===== src/rtl/experimento_3_pkg.sv =====
// experimento_3_pkg
//   Shared constants and helpers for the countdown timer.
//   SEG_*       : active-low 7-segment patterns, bit order {g,f,e,d,c,b,a}
//   bin6_to_bcd : 6-bit binary (0..63) -> {tens[3:0], units[3:0]}
package experimento_3_pkg;

    localparam logic [6:0] SEG_0     = 7'b1000000;
    localparam logic [6:0] SEG_1     = 7'b1111001;
    localparam logic [6:0] SEG_2     = 7'b0100100;
    localparam logic [6:0] SEG_3     = 7'b0110000;
    localparam logic [6:0] SEG_4     = 7'b0011001;
    localparam logic [6:0] SEG_5     = 7'b0010010;
    localparam logic [6:0] SEG_6     = 7'b0000010;
    localparam logic [6:0] SEG_7     = 7'b1111000;
    localparam logic [6:0] SEG_8     = 7'b0000000;
    localparam logic [6:0] SEG_9     = 7'b0010000;
    localparam logic [6:0] SEG_BLANK = 7'b1111111;

    // Double-dabble over 6 input bits. Scratch layout: [13:10] tens,
    // [9:6] units, [5:0] binary still to be shifted in. The add-3 correction
    // runs before each shift so a digit >= 5 carries correctly after doubling.
    function automatic logic [7:0] bin6_to_bcd(input logic [5:0] bin);
        logic [13:0] sh;
        sh = {8'b0, bin};
        for (int i = 0; i < 6; i++) begin
            if (sh[9:6] >= 4'd5)
                sh[9:6] = sh[9:6] + 4'd3;
            if (sh[13:10] >= 4'd5)
                sh[13:10] = sh[13:10] + 4'd3;
            sh = sh << 1;
        end
        return sh[13:6];
    endfunction

endpackage


===== src/rtl/experimento_3_if.sv =====
// experimento_3_if
//   Output bundle of the countdown timer.
//   count    : N-bit current counter value
//   done     : high while count == 0
//   display1 : tens digit segments, active-low {g,f,e,d,c,b,a}
//   display2 : units digit segments, same encoding
//   master = timer side (drives), slave = consumer side (observes).
interface experimento_3_if #(
    parameter int N = 4
);
    logic [N-1:0] count;
    logic         done;
    logic [6:0]   display1;
    logic [6:0]   display2;

    modport master (output count, output done, output display1, output display2);
    modport slave  (input  count, input  done, input  display1, input  display2);
endinterface


===== src/rtl/experimento_3_seg7_decoder.sv =====
// seg7_decoder
//   Decimal digit to active-low 7-segment pattern.
//   digit_i : 4-bit digit value; 10..15 decode to all segments off
//   seg_o   : {g,f,e,d,c,b,a}, 0 = segment lit
module seg7_decoder
    import experimento_3_pkg::*;
(
    input  logic [3:0] digit_i,
    output logic [6:0] seg_o
);

    always_comb begin
        seg_o = SEG_BLANK;
        case (digit_i)
            4'd0:    seg_o = SEG_0;
            4'd1:    seg_o = SEG_1;
            4'd2:    seg_o = SEG_2;
            4'd3:    seg_o = SEG_3;
            4'd4:    seg_o = SEG_4;
            4'd5:    seg_o = SEG_5;
            4'd6:    seg_o = SEG_6;
            4'd7:    seg_o = SEG_7;
            4'd8:    seg_o = SEG_8;
            4'd9:    seg_o = SEG_9;
            default: seg_o = SEG_BLANK;
        endcase
    end

endmodule


===== src/rtl/experimento_3.sv =====
// experimento_3
//   N-bit countdown timer with two-digit decimal 7-segment readout.
//   Loads all-ones on reset, decrements once every DIV clocks, holds at zero.
//   clk   : rising-edge system clock
//   reset : asynchronous, active-low; reloads 2^N-1 and clears the prescaler
//   bus   : master modport carrying count, done, display1 (tens), display2 (units)
module experimento_3
    import experimento_3_pkg::*;
#(
    parameter int N   = 4,
    parameter int DIV = 1
) (
    input  logic             clk,
    input  logic             reset,
    experimento_3_if.master  bus
);

    // Prescaler needs at least one bit even when DIV=1 (it then stays at 0
    // and every edge is a tick).
    localparam int          PW        = (DIV > 1) ? $clog2(DIV) : 1;
    localparam logic [PW-1:0] PRESC_MAX = PW'(DIV - 1);

    logic [PW-1:0] presc_q, presc_d;
    logic [N-1:0]  count_q, count_d;
    logic          tick;

    logic [5:0]    count6;
    logic [7:0]    bcd;

    // Tick on the edge where the prescaler wraps, so the first decrement
    // lands on the DIV-th edge after reset release.
    assign tick    = (presc_q == PRESC_MAX);
    assign presc_d = tick ? '0 : presc_q + 1'b1;

    always_comb begin
        count_d = count_q;
        if (tick && (count_q != '0))
            count_d = count_q - 1'b1;
    end

    always_ff @(posedge clk or negedge reset) begin
        if (!reset) begin
            presc_q <= '0;
            count_q <= '1;
        end else begin
            presc_q <= presc_d;
            count_q <= count_d;
        end
    end

    // Widen to 6 bits so the same converter serves every legal N.
    assign count6 = 6'(count_q);
    assign bcd    = bin6_to_bcd(count6);

    seg7_decoder u_tens (
        .digit_i (bcd[7:4]),
        .seg_o   (bus.display1)
    );

    seg7_decoder u_units (
        .digit_i (bcd[3:0]),
        .seg_o   (bus.display2)
    );

    assign bus.count = count_q;
    assign bus.done  = (count_q == '0);

endmodule


===== src/flat_wrapper.sv =====
// flat-port wrapper written by rule: the top's interface ports become plain ports
module experimento_3_flat import experimento_3_pkg::*;
#(
    parameter int N   = 4,
    parameter int DIV = 1
)
  (clk, reset, bus_count, bus_done, bus_display1, bus_display2);
  experimento_3_if #(.N(N)) bus_i ();
  input  logic clk;
  input  logic reset;
  output wire logic [$bits(bus_i.count)-1:0] bus_count;
  output wire logic [$bits(bus_i.done)-1:0] bus_done;
  output wire logic [$bits(bus_i.display1)-1:0] bus_display1;
  output wire logic [$bits(bus_i.display2)-1:0] bus_display2;
  assign bus_count = bus_i.count;
  assign bus_done = bus_i.done;
  assign bus_display1 = bus_i.display1;
  assign bus_display2 = bus_i.display2;
  experimento_3 #(.N(N), .DIV(DIV)) u_core (.clk(clk), .reset(reset), .bus(bus_i));
endmodule

===== config.mk =====
export PLATFORM = sky130hd
export DESIGN_NAME = experimento_3_flat
export DESIGN_NICKNAME = d
export VERILOG_FILES = /design/src/rtl/experimento_3_pkg.sv /design/src/rtl/experimento_3_if.sv /design/src/rtl/experimento_3_seg7_decoder.sv /design/src/rtl/experimento_3.sv /design/src/flat_wrapper.sv
export SDC_FILE = /design/constraint.sdc
export NUM_CORES = 1
export LEC_CHECK = 0
export BUFFER_PORTS_ARGS = -buffer_cell sky130_fd_sc_hd__buf_2
export CORE_AREA = 2 2 39 41
export CTS_BUF_LIST = sky130_fd_sc_hd__clkbuf_4 sky130_fd_sc_hd__clkbuf_8
export DETAILED_ROUTE_END_ITERATION = 10
export DIE_AREA = 0 0 41 43
export PLACE_DENSITY = 0.71
export SLEW_MARGIN = 20
export SYNTH_ARGS = -nofsm -noshare
export SYNTH_HDL_FRONTEND = slang
export SYNTH_SLANG_ARGS = --single-unit

===== constraint.sdc =====
create_clock -name clk -period 3.3 [get_ports clk]
set_input_delay 0.66 -clock clk [delete_from_list [all_inputs] [get_ports clk]]
set_output_delay 0.66 -clock clk [all_outputs]
set_load 0.02 [all_outputs]

==> impl_results.md, run 1 <==
* Placed cell areas at 626 sq um
* Routed len/inst at 11.3 microns
* CTS buffer count at 3
* GRT overflow at 0
* VDD IR max at 0.000242 V
* Synthesized area at 573 sq um
* TritonRoute pass-1 iters at 4
* Top Ports at 21
* Non-filler instance count after layout at 104
* Clock-pin slew of the registers on the worst-case setup and hold paths at 40 ps
* Run status: complete, no violations
* Die area at 1760 sq um
* Tot GR Track Use at 15.6%
* CP dominant cell by count: inv_1
* Syn Area/Cell at 8.19 sq um
* Final Hold Fails at 0
* Post-route cell area at 704 sq um
* Overall power at 0.112 mW
* Fillcell total at 133
* Worst Slack Setup Final at 162 ps
* Post-route minimum period at 3140 ps
* Post-layout nets at 99
* Number of synthesized flops with an enable pin at 0
* Worst path slowest cell: dfstp_2
* Met1 wire length at 513 microns
* Largest net degree at the start of global routing at 12
* Worst-path fanout max at 6
* Final period utilization at 95.1%
* Setup Skew at 2.21 ps
* Slowest stage delay, CP at 580 ps
* Top cells by count, synth: nand2_1, ha_1, buf_4, inv_1
* Crit-path leading delay family: adder cells
* Final setup violation count at 0
* Hold Slack at 403 ps
* Htree depth at 1
* Routed wl met3 at 68 microns
* Final slew viol count at 0
* Yosys top cell area share at 18.3%
* Predominant post-synthesis flop cell: dfstp_2
* Post-synthesis register bit count at 4
* Cells after DPL at 97
* Leakage dissipation at 0.347 nW
* Synth area leaders: dfstp_2, ha_1, buf_4
* Die width at 41 microns
* Die Y at 43 microns
* Cell with the most instances after synthesis: nand2_1
* Seq/Total Area, Yosys at 18.3%
* Setup WS pre-CTS at 196 ps
* Arrival time at the worst endpoint at 2480 ps
* Vias/cell at 5.13
* Global placement routability congestion at 0.798
* # clock sinks at 4
* Final WL at 1.18 mm
* Final Util at 50.9%
* DR WL met2 at 592 microns
* Antenna Nets Post-Route at 0
* Ys async rst share at 100%
* Multi-input gate area at 415 sq um
* Initial core utilization at 41.4%
* Crit path required time at 2640 ps
* CTS max path bufs at 2
* Startpoint Class: register
* Post-Synthesis Cells at 70
* Root buf cell: clkbuf_4
* Worst path bufs/invs at 4
* Clk_lat worst skew at 230 ps
* I/O Buffers at 17
* Row count at 14
* Maxcap violations at 0
* Distinct cells, synth at 29
* Initial antenna violation count at 0
* Setup TNS at 0 ps
* Remaining DRCs at 0
* Core area at 1380 sq um
* Hold Crit Class: primary input to async pin
* Crit. End Element: output port
* N_diodes at 0
* Vias in the first global route at 466
* DR iter-0 viols at 6
* Share of cells above drive strength 1 at 43.2%
* P per Cell Area at 160 nW/um^2
* HPWL after detailed placement at 837 microns
* TritonCTS clock tree: yes
* Crit-path cells: clkinvlp_4 -> ha_1 -> inv_1 -> ha_4 -> a21o_4 -> xnor2_2 -> ha_2 -> inv_1 -> nor3_1 -> a31oi_1 -> nand4_1 -> buf_2
* Yosys Warn Count at 0
* Top cell type by total area after synthesis: dfstp_2
* Max FFs per register at 4
* Register area at 105 sq um
* Area growth syn-to-layout at 22.9%
* Peak Freq at 319 MHz
* Top Layer Used: met3
* Setup CP Type: register to output port
* Global-route wire length before repair at 1.90 mm
* Vias at 533
==> cells in the final DEF, fill, tap and decap left out, drive strengths merged, types with 3 or more instances in the layout <==
master,Yosys,routed
nor2,5,5
inv,6,5
conb,2,3
buf,7,21
clkbuf,0,3
nand2,9,9
o21ai,6,6
a31oi,4,4
ha,7,7
dfstp,4,4
==> repair_timing <==
item / 4_1_cts / 5_1_grt
endpoints found under the hold margin: 0 / 0
hold buffers: 0 / 0
setup endpoints to repair: 1 / 5
pin swaps: 0 / 1
buffers inserted: 1 / 3
gates resized for setup: 1 / 4
==> routing by layer <==
metal  vias to the layer above  track usage [%]
li1                        270                -
met5                         -                0
met2                        15             22.5
met3                         0             7.85
met4                         0             4.00
met1                       248             20.1
==> report_power, final <==
part	internal, mW	switching (mW)
Clock	0.0405	0.0181
Sequential	0.0495	0
Combinational	0.000432	0.00382
==> cell families after synthesis <==
| group | synth area share [%] |
|---|---|
| muxes | 3.93 |
| xor gates and xnor gates | 3.06 |
| AOI/OAI and AO/OA | 24.9 |
| other | 1.31 |
| DFF | 18.3 |
| and+or+nand+nor | 19.4 |
| adders and majority gates | 15.3 |
| buffers and inverters | 13.8 |
==> layout make-up <==
cell class / instances / area share (%)
Tap cell: 16 / 2.84
Inverter: 6 / 3.73
Clock buffer: 3 / 3.20
Multi-Input combinational cell: 54 / 59.0
Timing Repair Buffer: 21 / 16.3
Sequential cell: 4 / 14.9
==> final timing paths <==
check	slack, ps	endpoint	start	depth (start not counted)
setup / recovery	160	bus_display2[6]	u_core.bus.count[2]	12
hold / removal	400	u_core.bus.count[3]	reset	1
setup reg to reg	1760	u_core.bus.count[1]	u_core.bus.count[1]	6
hold reg to reg	540	u_core.bus.count[0]	u_core.bus.count[0]	1
max in group asynchronous	2870	u_core.bus.count[1]	reset	1
min in group clk	540	u_core.bus.count[0]	u_core.bus.count[0]	1
No activity file was read; power rests on OpenSTA's default activity.
==> inputs of run 2 (changes only) <==
Settings changed: REMOVE_ABC_BUFFERS set to 1, TNS_END_PERCENT set to 10.
==> run 2 against run 1 <==
Critical path depth is the same. Utilization did not move. Via count is the same. Clock power decreased by 0.9%. First-iteration DRC count shrank 50%. Register-to-register slack better by 40 ps. Wire length decreased by 1.3%. Setup slack worse by 45 ps. Non-clock buffer count unchanged. Cell count did not move. Total power down 0.35%.
==> impl_results.md, run 2 (synthesis gave the netlist of run 1 again) <==
* Final WL at 1.16 mm (was 1.18 mm)
* Final Util at 50.9% (unchanged)
* TritonRoute pass-1 iters at 4 (unchanged)
* Final setup violation count at 0 (unchanged)
* # clock sinks at 4 (unchanged)
* Worst path bufs/invs at 4 (unchanged)
* Vias at 533 (unchanged)
* HPWL after detailed placement at 840 microns (was 837 microns)
* Initial core utilization at 41.4% (unchanged)
* Final Hold Fails at 0 (unchanged)
* Commonest cells after routing, fill and taps aside: buf_2, nand2_1 (unchanged)
* Startpoint Class: register (unchanged)
* Initial antenna violation count at 0 (unchanged)
* GRT overflow at 0 (unchanged)
* Row count at 14 (unchanged)
* Remaining DRCs at 0 (unchanged)
* Overall power at 0.112 mW (about the same)
* Vias in the first global route at 439 (was 466)
* Crit. End Element: output port (unchanged)
* Die width at 41 microns (unchanged)
* Setup CP Type: register to output port (unchanged)
* Maxcap violations at 0 (unchanged)
* Global-route wire length before repair at 1.70 mm (was 1.90 mm)
* Post-route minimum period at 3180 ps (was 3140 ps)
* Post-layout nets at 99 (unchanged)
* Arrival time at the worst endpoint at 2520 ps (was 2480 ps)
* Routed len/inst at 11.2 microns (was 11.3 microns)
* Worst-path fanout max at 5 (was 6)
* Slowest stage delay, CP at 600 ps (was 580 ps)
* CTS max path bufs at 2 (unchanged)
* N_diodes at 0 (unchanged)
* Share of cells above drive strength 1 at 43.2% (unchanged)
* Leakage dissipation at 0.348 nW (was 0.347 nW)
* TritonCTS clock tree: yes (unchanged)
* Core area at 1380 sq um (unchanged)
* Max FFs per register at 4 (unchanged)
* Run status: complete, no violations (unchanged)
* Most common cell after layout, fill and taps aside: buf_2 (unchanged)
* Final period utilization at 96.4% (was 95.1%)
* CTS buffer count at 3 (unchanged)
* Setup Skew at 2.32 ps (was 2.21 ps)
* Vias/cell at 5.13 (unchanged)
* Top Ports at 21 (unchanged)
* DR iter-0 viols at 3 (was 6)
* I/O Buffers at 17 (unchanged)
* Tot GR Track Use at 14.1% (was 15.6%)
* Clock-pin slew of the registers on the worst-case setup and hold paths at 40 ps (about the same)
* Crit path required time at 2640 ps (about the same)
* CP dominant cell by count: inv_1 (unchanged)
* Area growth syn-to-layout at 22.9% (unchanged)
* Root buf cell: clkbuf_4 (unchanged)
* VDD IR max at 0.000281 V (was 0.000242 V)
* Hold Crit Class: primary input to async pin (unchanged)
* Peak Freq at 314 MHz (was 319 MHz)
* Global placement routability congestion at 0.820 (was 0.798)
* Clk_lat worst skew at 230 ps (about the same)
* Htree depth at 1 (unchanged)
* Final slew viol count at 0 (unchanged)
* Antenna Nets Post-Route at 0 (unchanged)
* Crit-path leading delay family: adder cells (unchanged)
* Die Y at 43 microns (unchanged)
* Worst path slowest cell: dfstp_2 (unchanged)
* Largest net degree at the start of global routing at 12 (unchanged)
* P per Cell Area at 159 nW/um^2 (was 160 nW/um^2)
* Crit-path cells: clkinvlp_4 -> ha_1 -> inv_1 -> ha_4 -> a21o_4 -> xnor2_2 -> ha_2 -> inv_1 -> nor3_1 -> a31oi_1 -> nand4_1 -> buf_2 (unchanged)
* Die area at 1760 sq um (unchanged)
-- run 2: what timing repair did --
action,CTS,global route
buffers inserted,0,3
pin swaps,0,1
endpoints found under the setup margin,1,3
hold buffers,0,0
resized for setup,1,4
-- run 2: final timing paths --
| check | from | endpoint | slack [ps] | depth (start not counted) |
|---|---|---|---|---|
| min reg2reg | u_core.bus.count[0] | u_core.bus.count[0] | 550 | 1 |
| min in group clk | u_core.bus.count[0] | u_core.bus.count[0] | 550 | 1 |
| max | u_core.bus.count[2] | bus_display2[6] | 120 | 12 |
| max in group asynchronous | reset | u_core.bus.count[1] | 2870 | 1 |
| max reg2reg | u_core.bus.count[0] | u_core.bus.count[1] | 1800 | 5 |
| min | reset | u_core.bus.count[2] | 410 | 1 |
-- run 2: final cells by class --
cell class / count / area, sq um
Clock buffer: 3 / 22.5
Fill cell: 147 / 679
Inverter: 6 / 26.3
Multi-Input combinational cell: 54 / 415
Sequential cell: 4 / 105
Tap cell: 16 / 20.0
Timing Repair Buffer: 21 / 115
-- run 2: power by group --
group          internal (mW)  switching (mW)
sequential            0.0495               0
clock                 0.0405          0.0177
combinational       0.000432         0.00386
total                 0.0905          0.0216
-- run 2: per-stage QoR --
stage / setup WS (ps) / std cells / area, sq um / setup TNS, ps / hold WS [ps]
4_1_cts: 20.8 / 101 / 658 / 0 / 400
5_1_grt: -46.4 / 104 / 704 / -46.4 / 401
3_5_place_dp: 218 / 98 / 633 / 0 / 539
3_3_place_gp: 245 / 98 / 633 / 0 / 535
6_report: 117 / 104 / 704 / 0 / 406
2_1_floorplan: 185 / 64 / 520 / 0 / 512
-- run 2: routing by layer --
layer	wire length (microns)	GRT usage, %
met3	68	4.71
met2	604	24.7
met1	487	14.9
met5	0	0
met4	0	4.00
==> inputs of run 3 (changes only) <==
Clock period 3.3 ns to 3.5 ns, I/O delays scaled along.
==> run 3 against run 2 <==
Highest routed layer unchanged. Largest power group unchanged. Global-route usage up 0.30 points. Via count down 3.8%. Largest cell class unchanged. First-iteration DRC count rose to 4.3 times the previous value.
==> impl_results.md, run 3 (synthesis gave the netlist of run 1 again) <==
* Switching power share of the total at 20.4% (was 19.3%)
* Post-route cell area at 658 sq um (was 704 sq um)
* Share of cells above drive strength 1 at 37.6% (was 43.2%)
* VDD IR max at 0.000149 V (was 0.000281 V)
* GRT overflow at 0 (unchanged)
* Pint at 0.0854 mW (was 0.0905 mW)
* Setup TNS at 0 ps (unchanged)
* Peak Freq at 304 MHz
* Slowest stage delay, CP at 570 ps (was 600 ps)
* Largest net degree at the start of global routing at 12 (unchanged)
* Row count at 14 (unchanged)
* Die Y at 43 microns (unchanged)
* TritonRoute pass-1 iters at 4 (unchanged)
* Grt met3 use at 3.14% (was 4.71%)
* Crit-path leading delay family: adder cells (unchanged)
* Core area at 1380 sq um (unchanged)
* Worst path bufs/invs at 4 (unchanged)
* RSZ-0062 raised after global routing: false
* Crit path required time at 2800 ps (was 2640 ps)
* Leakage dissipation at 0.328 nW (was 0.348 nW)
* Vias/cell at 5.08 (was 5.13)
* Combinational Power Share at 3.8% (about the same)
* Hold Crit Class: primary input to async pin (unchanged)
* Final slew viol count at 0 (unchanged)
* Clk_lat worst skew at 230 ps (about the same)
* I/O Buffers at 17 (unchanged)
* TritonCTS clock tree: yes (unchanged)
* Remaining DRCs at 0 (unchanged)
* Post-layout nets at 96 (was 99)
* Initial antenna violation count at 0 (unchanged)
* Crit-path cells: inv_1 -> ha_1 -> inv_1 -> ha_2 -> a21o_4 -> xnor2_1 -> ha_1 -> inv_1 -> nor3_1 -> a31oi_1 -> nand4_1 -> buf_2 (was clkinvlp_4 -> ha_1 -> inv_1 -> ha_4 -> a21o_4 -> xnor2_2 -> ha_2 -> inv_1 -> nor3_1 -> a31oi_1 -> nand4_1 -> buf_2)
* Worst-path fanout max at 7 (was 5)
* HPWL after detailed placement at 872 microns (was 840 microns)
* Final period utilization at 93.9%
* Hold Slack at 445 ps (was 406 ps)
* DR iter-0 viols at 13 (was 3)
* N_diodes at 0 (unchanged)
* Worst Reg-to-Reg Cells at 6 (was 5)
* P per Cell Area at 163 nW/um^2 (was 159 nW/um^2)
* CTS max path bufs at 2 (unchanged)
* Clock-pin slew of the registers on the worst-case setup and hold paths at 40 ps (about the same)
* M1 GR Usage at 17.9% (was 14.9%)
* Htree depth at 1 (unchanged)
* Setup Skew at 0.436 ps (was 2.32 ps)
* Commonest cells after routing, fill and taps aside: buf_2, nand2_1, inv_1, ha_1 (was buf_2, nand2_1)
* Global-route layer with the greatest usage: met2 (unchanged)
* Routed len/inst at 11.0 microns (was 11.2 microns)
* Worst path depth at 12 (unchanged)
* Final Util at 47.6% (was 50.9%)
* Antenna Nets Post-Route at 0 (unchanged)
* Worst path slowest cell: dfstp_2 (unchanged)
* Clock power share at 52.7% (was 52.0%)
* Top Ports at 21 (unchanged)
* Die width at 41 microns (unchanged)
* Vias at 513 (was 533)
* Die area at 1760 sq um (unchanged)
* Area growth syn-to-layout at 14.8% (was 22.9%)
* Most common cell after layout, fill and taps aside: buf_2 (unchanged)
* Global-route wire length before repair at 1.84 mm (was 1.70 mm)
* CP dominant cell by count: inv_1 (unchanged)
* Overall power at 0.107 mW (was 0.112 mW)
* Final setup violation count at 0 (unchanged)
* Maxcap violations at 0 (unchanged)
* Final WL at 1.11 mm (was 1.16 mm)
* Placed cell areas at 626 sq um (was 633 sq um)
* Fillcell total at 143 (was 147)
* Reg power frac at 43.5% (was 44.2%)
* Startpoint Class: register (unchanged)
* Tot GR Track Use at 14.4% (was 14.1%)
* Post-route minimum period at 3290 ps
* Vias in the first global route at 467 (was 439)
* # clock sinks at 4 (unchanged)
* Psw at 0.0219 mW (was 0.0216 mW)
* Global placement routability congestion at 0.845 (was 0.820)
* Arrival time at the worst endpoint at 2590 ps (was 2520 ps)
* Root buf cell: clkbuf_4 (unchanged)
* CTS buffer count at 3 (unchanged)
* Run status: complete, no violations (unchanged)
* GR Util met2 at 24.7% (unchanged)
* Crit. End Element: output port (unchanged)
* Setup CP Type: register to output port (unchanged)
* Final Hold Fails at 0 (unchanged)
* Max FFs per register at 4 (unchanged)
* Initial core utilization at 41.4% (unchanged)
[run 3: what timing repair did]
| item | 4_1_cts | 5_1_grt |
|---|---|---|
| buffers inserted | 0 | 1 |
| hold buffers | 0 | 0 |
| gates resized for setup | 0 | 1 |
| endpoints found under the setup margin | 0 | 4 |
[run 3: through the flow]
| step | setup slack, ps | instances |
|---|---|---|
| floorplan | 345 | 64 |
| global placement | 394 | 97 |
| detailed placement | 350 | 97 |
| CTS | 101 | 100 |
| global route | 7.78 | 101 |
| finish | 214 | 101 |
[run 3: power groups by stage]
| stage | Sequential [mW] | Clock (mW) | Combinational (mW) |
|---|---|---|---|
| 2_1_floorplan | 0.0472 | 0 | 0.00278 |
| 3_3_place_gp | 0.0471 | 0 | 0.00399 |
| 3_5_place_dp | 0.0471 | 0 | 0.00405 |
| 4_1_cts | 0.0467 | 0.0585 | 0.00405 |
| 5_1_grt | 0.0466 | 0.0629 | 0.00473 |
| 6_report | 0.0467 | 0.0565 | 0.00404 |
[run 3: worst reg2reg max path: stages (launching register included)]
cell and delay [ps]:
dfstp_2 370, inv_1 150, ha_1 190, nor2b_1 230
nor2b_1 340, nand2_1 80, o21ai_0 80
[run 3: area by class of cell]
class	instances	area (sq um)	share of cell area, %
Clock buffer	3	22.5	3.42
Sequential cell	4	105	16.0
Tap cell	16	20.0	3.04
Inverter	6	22.5	3.42
Multi-Input combinational cell	54	395	60.1
Timing Repair Buffer	18	92.6	14.1
[run 3: routing by layer]
layer	share of wire [%]	routed length [microns]
met4	0	0
met2	50	558
met3	5.0	55
met5	0	0
met1	45	493
[run 3: final timing paths]
check | from | end | slack, ps
min in group clk | u_core.bus.count[1] | u_core.bus.count[1] | 500
setup reg to reg | u_core.bus.count[1] | u_core.bus.count[1] | 1980
max in group asynchronous | reset | u_core.bus.count[3] | 3030
hold reg to reg | u_core.bus.count[1] | u_core.bus.count[1] | 500
setup / recovery | u_core.bus.count[2] | bus_display2[6] | 210
hold / removal | reset | u_core.bus.count[0] | 440
